==> src/rtl/tdm_pkg.sv <==
// Shared constants for the TDM transmitter: lane count, select width, FSM encoding
// and the sel bit-reversal helper that matches the demux's {sel[0],sel[1],sel[2]} decode.
package tdm_pkg;
    localparam int LANES = 8;
    localparam int SEL_W = 3;

    localparam logic [0:0] ST_IDLE = 1'b0;
    localparam logic [0:0] ST_SCAN = 1'b1;

    function automatic logic [SEL_W-1:0] bit_rev(input logic [SEL_W-1:0] v);
        logic [SEL_W-1:0] r;
        r = '0;
        for (int i = 0; i < SEL_W; i++) begin
            r[i] = v[SEL_W-1-i];
        end
        return r;
    endfunction
endpackage

==> src/rtl/tdm_slot_timer.sv <==
// Slot timing: hold counter and lane index; slot_end marks the last cycle of a slot.
// Combinational strobes, registered counters; start has priority over run.
module tdm_slot_timer
    import tdm_pkg::*;
#(
    parameter int HOLD_CYCLES = 1
) (
    input  logic             clk,
    input  logic             rst,
    input  logic             start,
    input  logic             run,
    output logic             slot_end,
    output logic             frame_end,
    output logic [SEL_W-1:0] idx
);
    logic [7:0] hold;

    assign slot_end  = (hold == 8'(HOLD_CYCLES - 1));
    assign frame_end = slot_end && (idx == SEL_W'(LANES - 1));

    // With HOLD_CYCLES=1 slot_end is constant, so hold never leaves zero.
    always_ff @(posedge clk or posedge rst) begin
        if (rst) begin
            hold <= '0;
            idx  <= '0;
        end else if (start) begin
            hold <= '0;
            idx  <= '0;
        end else if (run) begin
            if (slot_end) begin
                hold <= '0;
                idx  <= frame_end ? '0 : idx + SEL_W'(1);
            end else begin
                hold <= hold + 8'd1;
            end
        end
    end
endmodule

==> src/rtl/tdm_mux8_tx.sv <==
// Scans an accepted 8-bit word onto the demux D/sel/EN interface, one lane per slot; first slot 1 cycle after accept.
// in_ready only in IDLE or the last cycle of slot 7, so back-to-back frames run without an EN gap.
module tdm_mux8_tx
    import tdm_pkg::*;
#(
    parameter int HOLD_CYCLES = 1
) (
    input  logic             clk,
    input  logic             rst,
    input  logic [LANES-1:0] in_data,
    input  logic             in_valid,
    output logic             in_ready,
    output logic             D,
    output logic [SEL_W-1:0] sel,
    output logic             EN,
    output logic             busy,
    output logic             frame_done
);
    logic [0:0]       state;
    logic [LANES-1:0] word;
    logic             slot_end;
    logic             frame_end;
    logic [SEL_W-1:0] idx;
    logic [SEL_W-1:0] next_idx;
    logic             scanning;
    logic             last;
    logic             accept;

    assign scanning = (state == ST_SCAN);
    assign last     = scanning && frame_end;
    assign in_ready = (state == ST_IDLE) || last;
    assign accept   = in_valid && in_ready;
    assign next_idx = idx + SEL_W'(1);

    tdm_slot_timer #(
        .HOLD_CYCLES(HOLD_CYCLES)
    ) u_timer (
        .clk       (clk),
        .rst       (rst),
        .start     (accept),
        .run       (scanning),
        .slot_end  (slot_end),
        .frame_end (frame_end),
        .idx       (idx)
    );

    // Outputs are loaded one edge ahead with the values of the slot about to start.
    always_ff @(posedge clk or posedge rst) begin
        if (rst) begin
            state      <= ST_IDLE;
            word       <= '0;
            D          <= 1'b0;
            sel        <= '0;
            EN         <= 1'b0;
            busy       <= 1'b0;
            frame_done <= 1'b0;
        end else begin
            frame_done <= last;
            if (accept) begin
                state <= ST_SCAN;
                word  <= in_data;
                D     <= in_data[0];
                sel   <= '0;
                EN    <= 1'b1;
                busy  <= 1'b1;
            end else if (last) begin
                state <= ST_IDLE;
                D     <= 1'b0;
                sel   <= '0;
                EN    <= 1'b0;
                busy  <= 1'b0;
            end else if (scanning && slot_end) begin
                D   <= word[next_idx];
                sel <= bit_rev(next_idx);
            end
        end
    end
endmodule

==> config.mk <==
export PLATFORM = sky130hd
export DESIGN_NAME = tdm_mux8_tx
export DESIGN_NICKNAME = d
export VERILOG_FILES = /design/src/rtl/tdm_pkg.sv /design/src/rtl/tdm_slot_timer.sv /design/src/rtl/tdm_mux8_tx.sv
export SDC_FILE = /design/constraint.sdc
export NUM_CORES = 1
export LEC_CHECK = 0
export CAP_MARGIN = 0
export CELL_PAD_IN_SITES_DETAIL_PLACEMENT = 0
export CELL_PAD_IN_SITES_GLOBAL_PLACEMENT = 1
export CORE_MARGIN = 1.5
export CORE_UTILIZATION = 48
export DETAILED_ROUTE_END_ITERATION = 16
export DONT_BUFFER_PORTS = 1
export MAX_ROUTING_LAYER = met4
export PLACE_DENSITY = 0.79
export SKIP_LAST_GASP = 1
export SYNTH_ARGS = -nofsm -noshare
export SYNTH_HDL_FRONTEND = slang
export SYNTH_SLANG_ARGS = --single-unit
==> constraint.sdc <==
create_clock -name clk -period 2.7 [get_ports clk]
set_input_delay 0.27 -clock clk [delete_from_list [all_inputs] [get_ports clk]]
set_output_delay 0.27 -clock clk [all_outputs]
set_load 0.02 [all_outputs]
# ---- After elaboration in Yosys (flattened, before gate mapping)
# Cells that the tools add are included.
dict set report totals {
  reg_bits 25
  n_memories 0
  output_inout_bits 8
  latchBits 0
  in_bits 11
  ram_bits 0
  romBits 0
}
dict set report classes {
  mux 17
  n_reduce_logical 11
  addsub 2
  div_mod_pow 0
  eq_ne 1
  shift 0
  magnitude_cmp 1
  multipliers 0
  n_bitwise 1
}
# cell count
set ops {}
lappend ops {{two-way mux 8 bit} 3}
lappend ops {{two-way mux 3 bit} 7}
lappend ops {{adder 8 x 1 -> 8 bit (second input constant)} 1}
lappend ops {{logical NOT 8 bit} 1}
lappend ops {{two-way mux 1 bit} 6}
lappend ops {{nonzero test 2 bit} 3}
lappend ops {{logical AND 1 bit} 4}
lappend ops {{less-than comparator 3 x 4 -> 1 bit (second input constant)} 1}
lappend ops {{adder 3 x 1 -> 3 bit (second input constant)} 1}
lappend ops {{binary-select mux 1 bit (select 3 bit)} 1}
lappend ops {{equality test 3 bit (second input constant)} 1}
lappend ops {{nonzero test 3 bit} 1}
lappend ops {{AND reduction 2 bit} 1}
lappend ops {{logical OR 1 bit} 1}
lappend ops {{NOT 1 bit} 1}

# ---- Depth between registers and ports, before layout
# Gate-level depths: netlist of run 1.
dict set report depth {
  ltp_word 7
  depth_mapped 7
}

# ---- By module
# Synthesis of run 1 repeated with hierarchy kept, for this count alone.
dict set report hier_totals {
  cells_unflattened 111
  area_unflattened_um2 1276.2
}
# module area_per_inst_um2 instances cells_each seq_area_each_um2
set by_module_without_submodules {}
lappend by_module_without_submodules {tdm_mux8_tx 644.4 1 45 350.3}
lappend by_module_without_submodules {tdm_slot_timer 631.9 1 66 275.3}

# ---- Least setup slack after synthesis of run 1
# Ideal clock, no wire load.
dict set report synth_timing {
  kind {register -> register}
  startpoint {register u_timer.hold[0]}
  endpoint {register word[0]}
  setup_time_ns 0.125
  slack_ns 0.532
  synth_period_minus_slack_ns 2.168
  path_stages_with_launch 8
  arrival_ns 2.043
  cell_sequence {dfrtp_1 inv_1 ha_1 or4b_1 buf_2 o31ai_4 nand2_4 mux2_2}
}
dict set report synth_via {
  elab_chain_cells 5
}
# item line
set synth_rtl {}
lappend synth_rtl {{start, declared} tdm_slot_timer.sv:16} ;# logic [7:0] hold;
lappend synth_rtl {{start signal, assigned} tdm_slot_timer.sv:34} ;# hold <= hold + 8'd1;
lappend synth_rtl {{logical NOT 8 bit} tdm_slot_timer.sv:18} ;# assign slot_end = (hold == 8'(HOLD_CYCLES - 1));
lappend synth_rtl {{logical AND 1 bit} tdm_slot_timer.sv:19} ;# assign frame_end = slot_end && (idx == SEL_W'(LANES - 1));
lappend synth_rtl {{logical AND 1 bit} tdm_mux8_tx.sv:30} ;# assign last = scanning && frame_end;
lappend synth_rtl {{logical OR 1 bit} tdm_mux8_tx.sv:31} ;# assign in_ready = (state == ST_IDLE) || last;
lappend synth_rtl {{named net in_ready} tdm_mux8_tx.sv:12} ;# output logic in_ready,
lappend synth_rtl {{logical AND 1 bit} tdm_mux8_tx.sv:32} ;# assign accept = in_valid && in_ready;
lappend synth_rtl {{end signal, assigned} tdm_mux8_tx.sv:61} ;# word <= in_data;
lappend synth_rtl {{end, declared} tdm_mux8_tx.sv:20} ;# logic [LANES-1:0] word;
# The timed path passes the listed nets, and every way through them passes these cells.
# A chain may end at the register's enable or synchronous reset.

# ---- Worst setup path in the final report of run 1
dict set report layout_timing {
  startpoint {register u_timer.hold[0]}
  endpoint {output in_ready}
}
dict set report layout_via {
  elab_chain_cells 4
}
# item line
set layout_rtl {}
lappend layout_rtl {{logical NOT 8 bit} tdm_slot_timer.sv:18}
lappend layout_rtl {{logical AND 1 bit} tdm_slot_timer.sv:19}
lappend layout_rtl {{logical AND 1 bit} tdm_mux8_tx.sv:30}
lappend layout_rtl {{logical OR 1 bit} tdm_mux8_tx.sv:31}
lappend layout_rtl {{end, declared} tdm_mux8_tx.sv:12}
# No other way between the ends.

==> out/qor.csv, run 1 <==
metric,value,unit
status,completed,
Critical Path RT,2.43,ns
IO Port Bufs,0,
top-count cell post-synth,dfrtp_1,
Syn Inst Count,111,
IO Count,19,
largest buffer count on any clock path,2,
Critical path origin,u_timer.hold[0],
CP startpoint kind,flop,
Crit Path Class,flop to output pin,
CTS Buf Count,3,
Leak,0.562,nW
Post-DP HPWL,1570,um
Final Hold Vio Count,0,
asr flop ratio synth,100,%
pre-CTS WS,0.614,ns
Final ANT Viol Nets,0,
GRT Util Overall,18.5,%
maxcap violations,0,
"Seq/Total Area, Yosys",50.6,%
Hold Crit Class,primary input to async pin,
"top cells by area, synth","dfrtp_1 (51%), mux2_2 (7.3%), ha_1 (4.0%)",
Fin Clk Skew,0.00257,ns
unrepaired setup endpoints after global routing,false,
cts hold-fix bufs,0,
Worst Tran Pin Value,0.930,ns
number of global-route vias before repair,780,
# DRC,0,
initial antenna violation count,0,
clk sinks,25,
leading area contributor after synthesis,dfrtp_1,
H-tree Lvls,1,
row cnt,18,
FF-to-FF Start,u_timer.hold[0],
pwr dens,429,nW/um2
Period minus WS final,2.40,ns
die height,53.8,um
Post-Syn Nets,126,
Skew-Pair Late Insertion Delay,0.32,ns
pin count of the biggest net entering global routing,26,
routed vias,814,
die area,2890,um2
worst vdd ir,0.333,mV
commonest cells in the synthesized netlist,"dfrtp_1 (25), nand2_1 (13), o21ai_0 (9), mux2_2 (8), nor2_1 (8)",
Max-slew headroom,37.9,%
via-per-instance ratio,5.77,
cts repair resizes,0,
flop2flop setup slack,0.57,ns
distinct cell type count after synthesis,28,
final cell count without fillers,141,
Synth Register Bits,25,
"Avg Cell Area, Syn",11.1,um2
Initial DRT Pass Iterations,4,
top-area cell type share of the netlist area,50.6,%
cell area after synthesis,1240,um2
global-route wire length before repair,3650,um
drt wl/cell,15.1,um
number of synthesis warnings,0,
r2r worst-path depth,6,
Setup TNS,0,ns
layout cells sized above 1,18.9,%
final hold slack,0.0266,ns
Max Clk Rate,417,MHz
Die Wd,53.8,um
Layout fillers,222,
Setup crit end kind,output pin,
Root Driver,clkbuf_4,
Placeable Area,2450,um2
gpl congestion,0.793,
crit-path max FO,7,
"Arr. time, crit path",2.13,ns
final-stage net count,127,
final wirelength,2130,um
area grow syn2layout,3.85,%
"EDFF count, synth",0,
setup bufs post-CTS,0,
"Slew Viols, Final",0,
Ant. Diodes,0,
CTS tree,built,
Setup-failing EPs final,0,
grt ovf,0,
starting DRC count in detailed routing,17,
Reg-to-Reg End,scanning,
Inst Count DP,137,
crit share post-route,88.8,%
Clock Pin Slew Worst Setup and Hold Paths,0.13,ns
"Top FF cell, synth",dfrtp_1,
final setup margin,0.302,ns
Initial Utilization,50.4,%
final cells by class:
class	count	area (um2)	area share, %
clock buffer	3	22.5	1.75
clock inverter	1	5.00	0.390
inverter	6	22.5	1.75
multi-input combinational	75	563	43.9
sequential	25	626	48.7
tap	30	37.5	2.92
timing repair buffer	1	7.51	0.585
report_power, final:
group	leakage, nW	switching, W	total (W)	internal [W]
Clock	0.0177	0.000113	0.000168	0.0000556
Combinational	0.246	0.00000689	0.00000726	0.000000369
Sequential	0.298	0	0.000374	0.000374
how the worst max path moves through the flow:
stage | slack, ns | to
final | 0.30 | in_ready
after detailed placement | 0.61 | scanning
after floorplan | 0.53 | word[0]
after global routing | 0.26 | in_ready
after global placement | 0.65 | scanning
after CTS | 0.31 | in_ready
flip-flops by register name (all words and copies together) (netlist names):
register      flops
D                 1
frame_done        1
scanning          1
sel               3
u_timer.hold      8
u_timer.idx       3
word              8
through the flow:
step / cell area, um2 / total power (W) / util, %
3_5_place_dp: 1260 / 0.000390 / 51.2
5_1_grt: 1280 / 0.000571 / 52.3
4_1_cts: 1280 / 0.000558 / 52.3
6_report: 1280 / 0.000550 / 52.3
2_1_floorplan: 1240 / 0.000389 / -
3_3_place_gp: 1260 / 0.000389 / 51.2
cells by family (layout without fill, tap and decap cells):
group,after synthesis,in the layout,share of synthesized area (%)
and+or+nand+nor,34,34,13.6
DFF,25,25,50.6
adders and majority gates,4,4,4.05
xor gates and xnor gates,3,3,2.13
muxes,12,12,12.6
buffers and inverters,11,11,3.85
AOI/OAI and AO/OA,22,22,13.3
worst max-delay path: stages (launching register included):
cell	delay, ns
dfrtp_1	0.44
inv_1	0.07
ha_1	0.13
or4b_1	0.59
o31ai_4	0.35
buf_4	0.23
layout by cell type, fill, tap and decap left out, drive strengths merged, types with 2 or more instances in the layout:
cell type and n:
a21oi 4, clkbuf 3, dfrtp 25, ha 4, inv 6, mux2 8
mux2i 2, mux4 2, nand2 14, nand3 3, nor2 8, o2111ai 2
o21ai 9, o31ai 5, or3 4, xor2 3
per-layer routing:
metal	GRT usage, %	up-vias	wire, um
met3	3.06	5	112
met5	-	-	0
met2	27.0	24	922
met4	10.3	0	51
li1	-	391	-
met1	24.5	394	1040
No activity file was read; power rests on OpenSTA's default activity.
==> inputs of run 2 (changes only) <==
--- a/config.mk
+++ b/config.mk
@@ -5,10 +5,9 @@
 export SDC_FILE = /design/constraint.sdc
 export NUM_CORES = 1
 export LEC_CHECK = 0
-export CAP_MARGIN = 0
+export CAP_MARGIN = 20
 export CELL_PAD_IN_SITES_DETAIL_PLACEMENT = 0
 export CELL_PAD_IN_SITES_GLOBAL_PLACEMENT = 1
-export CORE_MARGIN = 1.5
 export CORE_UTILIZATION = 48
 export DETAILED_ROUTE_END_ITERATION = 16
 export DONT_BUFFER_PORTS = 1
==> run 2 against run 1 <==
Compared with the run above: core utilization is 0.10 points higher; maximum frequency is 0.35% higher; setup slack better by 0.0083 ns; sequential share of layout area is 0.095 points lower; power is 0.83% higher; highest routed layer unchanged; largest cell class unchanged; count of clock-buffer cells in the layout stayed put; critical path type unchanged; die area is 3.7% lower.
==> out/qor.csv, run 2 (synthesis gave the netlist of run 1 again) <==
metric,value,unit
Fin Clk Skew,0.0136,ns
Placeable Area,2450,um2
layout cells sized above 1,18.9,%
"Slew Viols, Final",0,
gpl congestion,0.776,
Setup-failing EPs final,0,
Crit Path Class,flop to output pin,
final wirelength,2140,um
Worst Tran Pin Value,0.952,ns
initial antenna violation count,0,
Die Wd,52.8,um
H-tree Lvls,1,
CP startpoint kind,flop,
cts hold-fix bufs,0,
maxcap violations,0,
Post-DP HPWL,1580,um
Final Hold Vio Count,0,
fin util,52.4,%
Final ANT Viol Nets,0,
CTS Buf Count,3,
pin count of the biggest net entering global routing,26,
most frequent cells in the layout,"dfrtp_1 (25), nand2_1 (13), o21ai_0 (9)",
Skew-Pair Late Insertion Delay,0.32,ns
number of global-route vias before repair,812,
"commonest non-fill, non-tap cell in the layout",dfrtp_1,
flop2flop setup slack,0.58,ns
largest buffer count on any clock path,2,
GRT Util Overall,19.4,%
worst vdd ir,0.264,mV
IO Port Bufs,0,
die height,52.8,um
Root Driver,clkbuf_4,
Critical Path RT,2.43,ns
Max Clk Rate,419,MHz
status,completed,
FF-to-FF Start,u_timer.hold[0],
Reg-to-Reg End,D,
row cnt,18,
Layout fillers,219,
Ant. Diodes,0,
# DRC,0,
unrepaired setup endpoints after global routing,false,
die area,2780,um2
Period minus WS final,2.39,ns
CTS tree,built,
Setup TNS,0,ns
clk sinks,25,
Initial Utilization,50.4,%
largest registers,"u_timer.hold x8, word x8",
global-route wire length before repair,3730,um
final-stage net count,127,
Hold Crit Class,primary input to async pin,
IO Count,19,
crit share post-route,88.5,%
Setup crit end kind,output pin,
setup bufs post-CTS,0,
cts repair resizes,0,
Leak,0.558,nW
Initial DRT Pass Iterations,4,
drt wl/cell,15.1,um
area grow syn2layout,4.05,%
Clock Pin Slew Worst Setup and Hold Paths,0.15,ns
via-per-instance ratio,5.77,
starting DRC count in detailed routing,14,
Max-slew headroom,36.5,%
routed vias,814,
grt ovf,0,
pwr dens,431,nW/um2
r2r worst-path depth,7,
crit-path max FO,7,
"Arr. time, crit path",2.12,ns
run 2: worst max-delay path, cell delays in order, from the launching register on:
cell	delay, ns
dfrtp_1	0.45
inv_1	0.07
ha_1	0.13
or4b_1	0.58
o31ai_4	0.34
buf_4	0.23
run 2: final cells by class:
type,instances,area [um2],share of cell area [%]
Clock buffer,3,22.5,1.75
Clock inverter,1,7.51,0.584
Inverter,6,22.5,1.75
Multi-Input combinational cell,75,563,43.8
Sequential cell,25,626,48.6
Tap cell,30,37.5,2.92
Timing Repair Buffer,1,7.51,0.584
run 2: where the power goes:
group           total (W)  internal (W)  switching, W
Combinational  0.00000742   0.000000367    0.00000705
Sequential       0.000374      0.000374             0
Clock            0.000173     0.0000566      0.000116
Total            0.000555      0.000431      0.000123
run 2: metal layers:
layer  routed length (um)  track usage [%]  up-vias  part of all wire (%)
li1                     -                -      388                     -
met1                 1040             27.1      405                    49
met2                  988             27.0       19                    46
met3                   97             4.35        2                   4.5
met4                   13             7.89        0                  0.61
met5                    0                -        -                     0
run 2: worst max path at each step:
| stage | startpoint | end | slack [ns] | cells past startpoint |
|---|---|---|---|---|
| global placement | u_timer.hold[0] | scanning | 0.65 | 6 |
| CTS | u_timer.hold[0] | in_ready | 0.30 | 5 |
| finish | u_timer.hold[0] | in_ready | 0.31 | 5 |
| detailed placement | u_timer.hold[0] | scanning | 0.59 | 6 |
| global route | u_timer.hold[0] | in_ready | 0.23 | 5 |
| floorplan | u_timer.hold[0] | word[0] | 0.53 | 7 |
run 2: through the flow:
step | instance area, um2 | worst slack [ns] | hold slack (ns) | total power, W | instances
after global routing | 1290 | 0.229 | 0.0153 | 0.000576 | 141
after detailed placement | 1260 | 0.594 | 0.377 | 0.000389 | 137
after CTS | 1290 | 0.298 | 0.0213 | 0.000561 | 141
after floorplan | 1240 | 0.532 | 0.297 | 0.000389 | 111
final | 1290 | 0.311 | 0.0270 | 0.000555 | 141
after global placement | 1260 | 0.654 | 0.377 | 0.000389 | 137
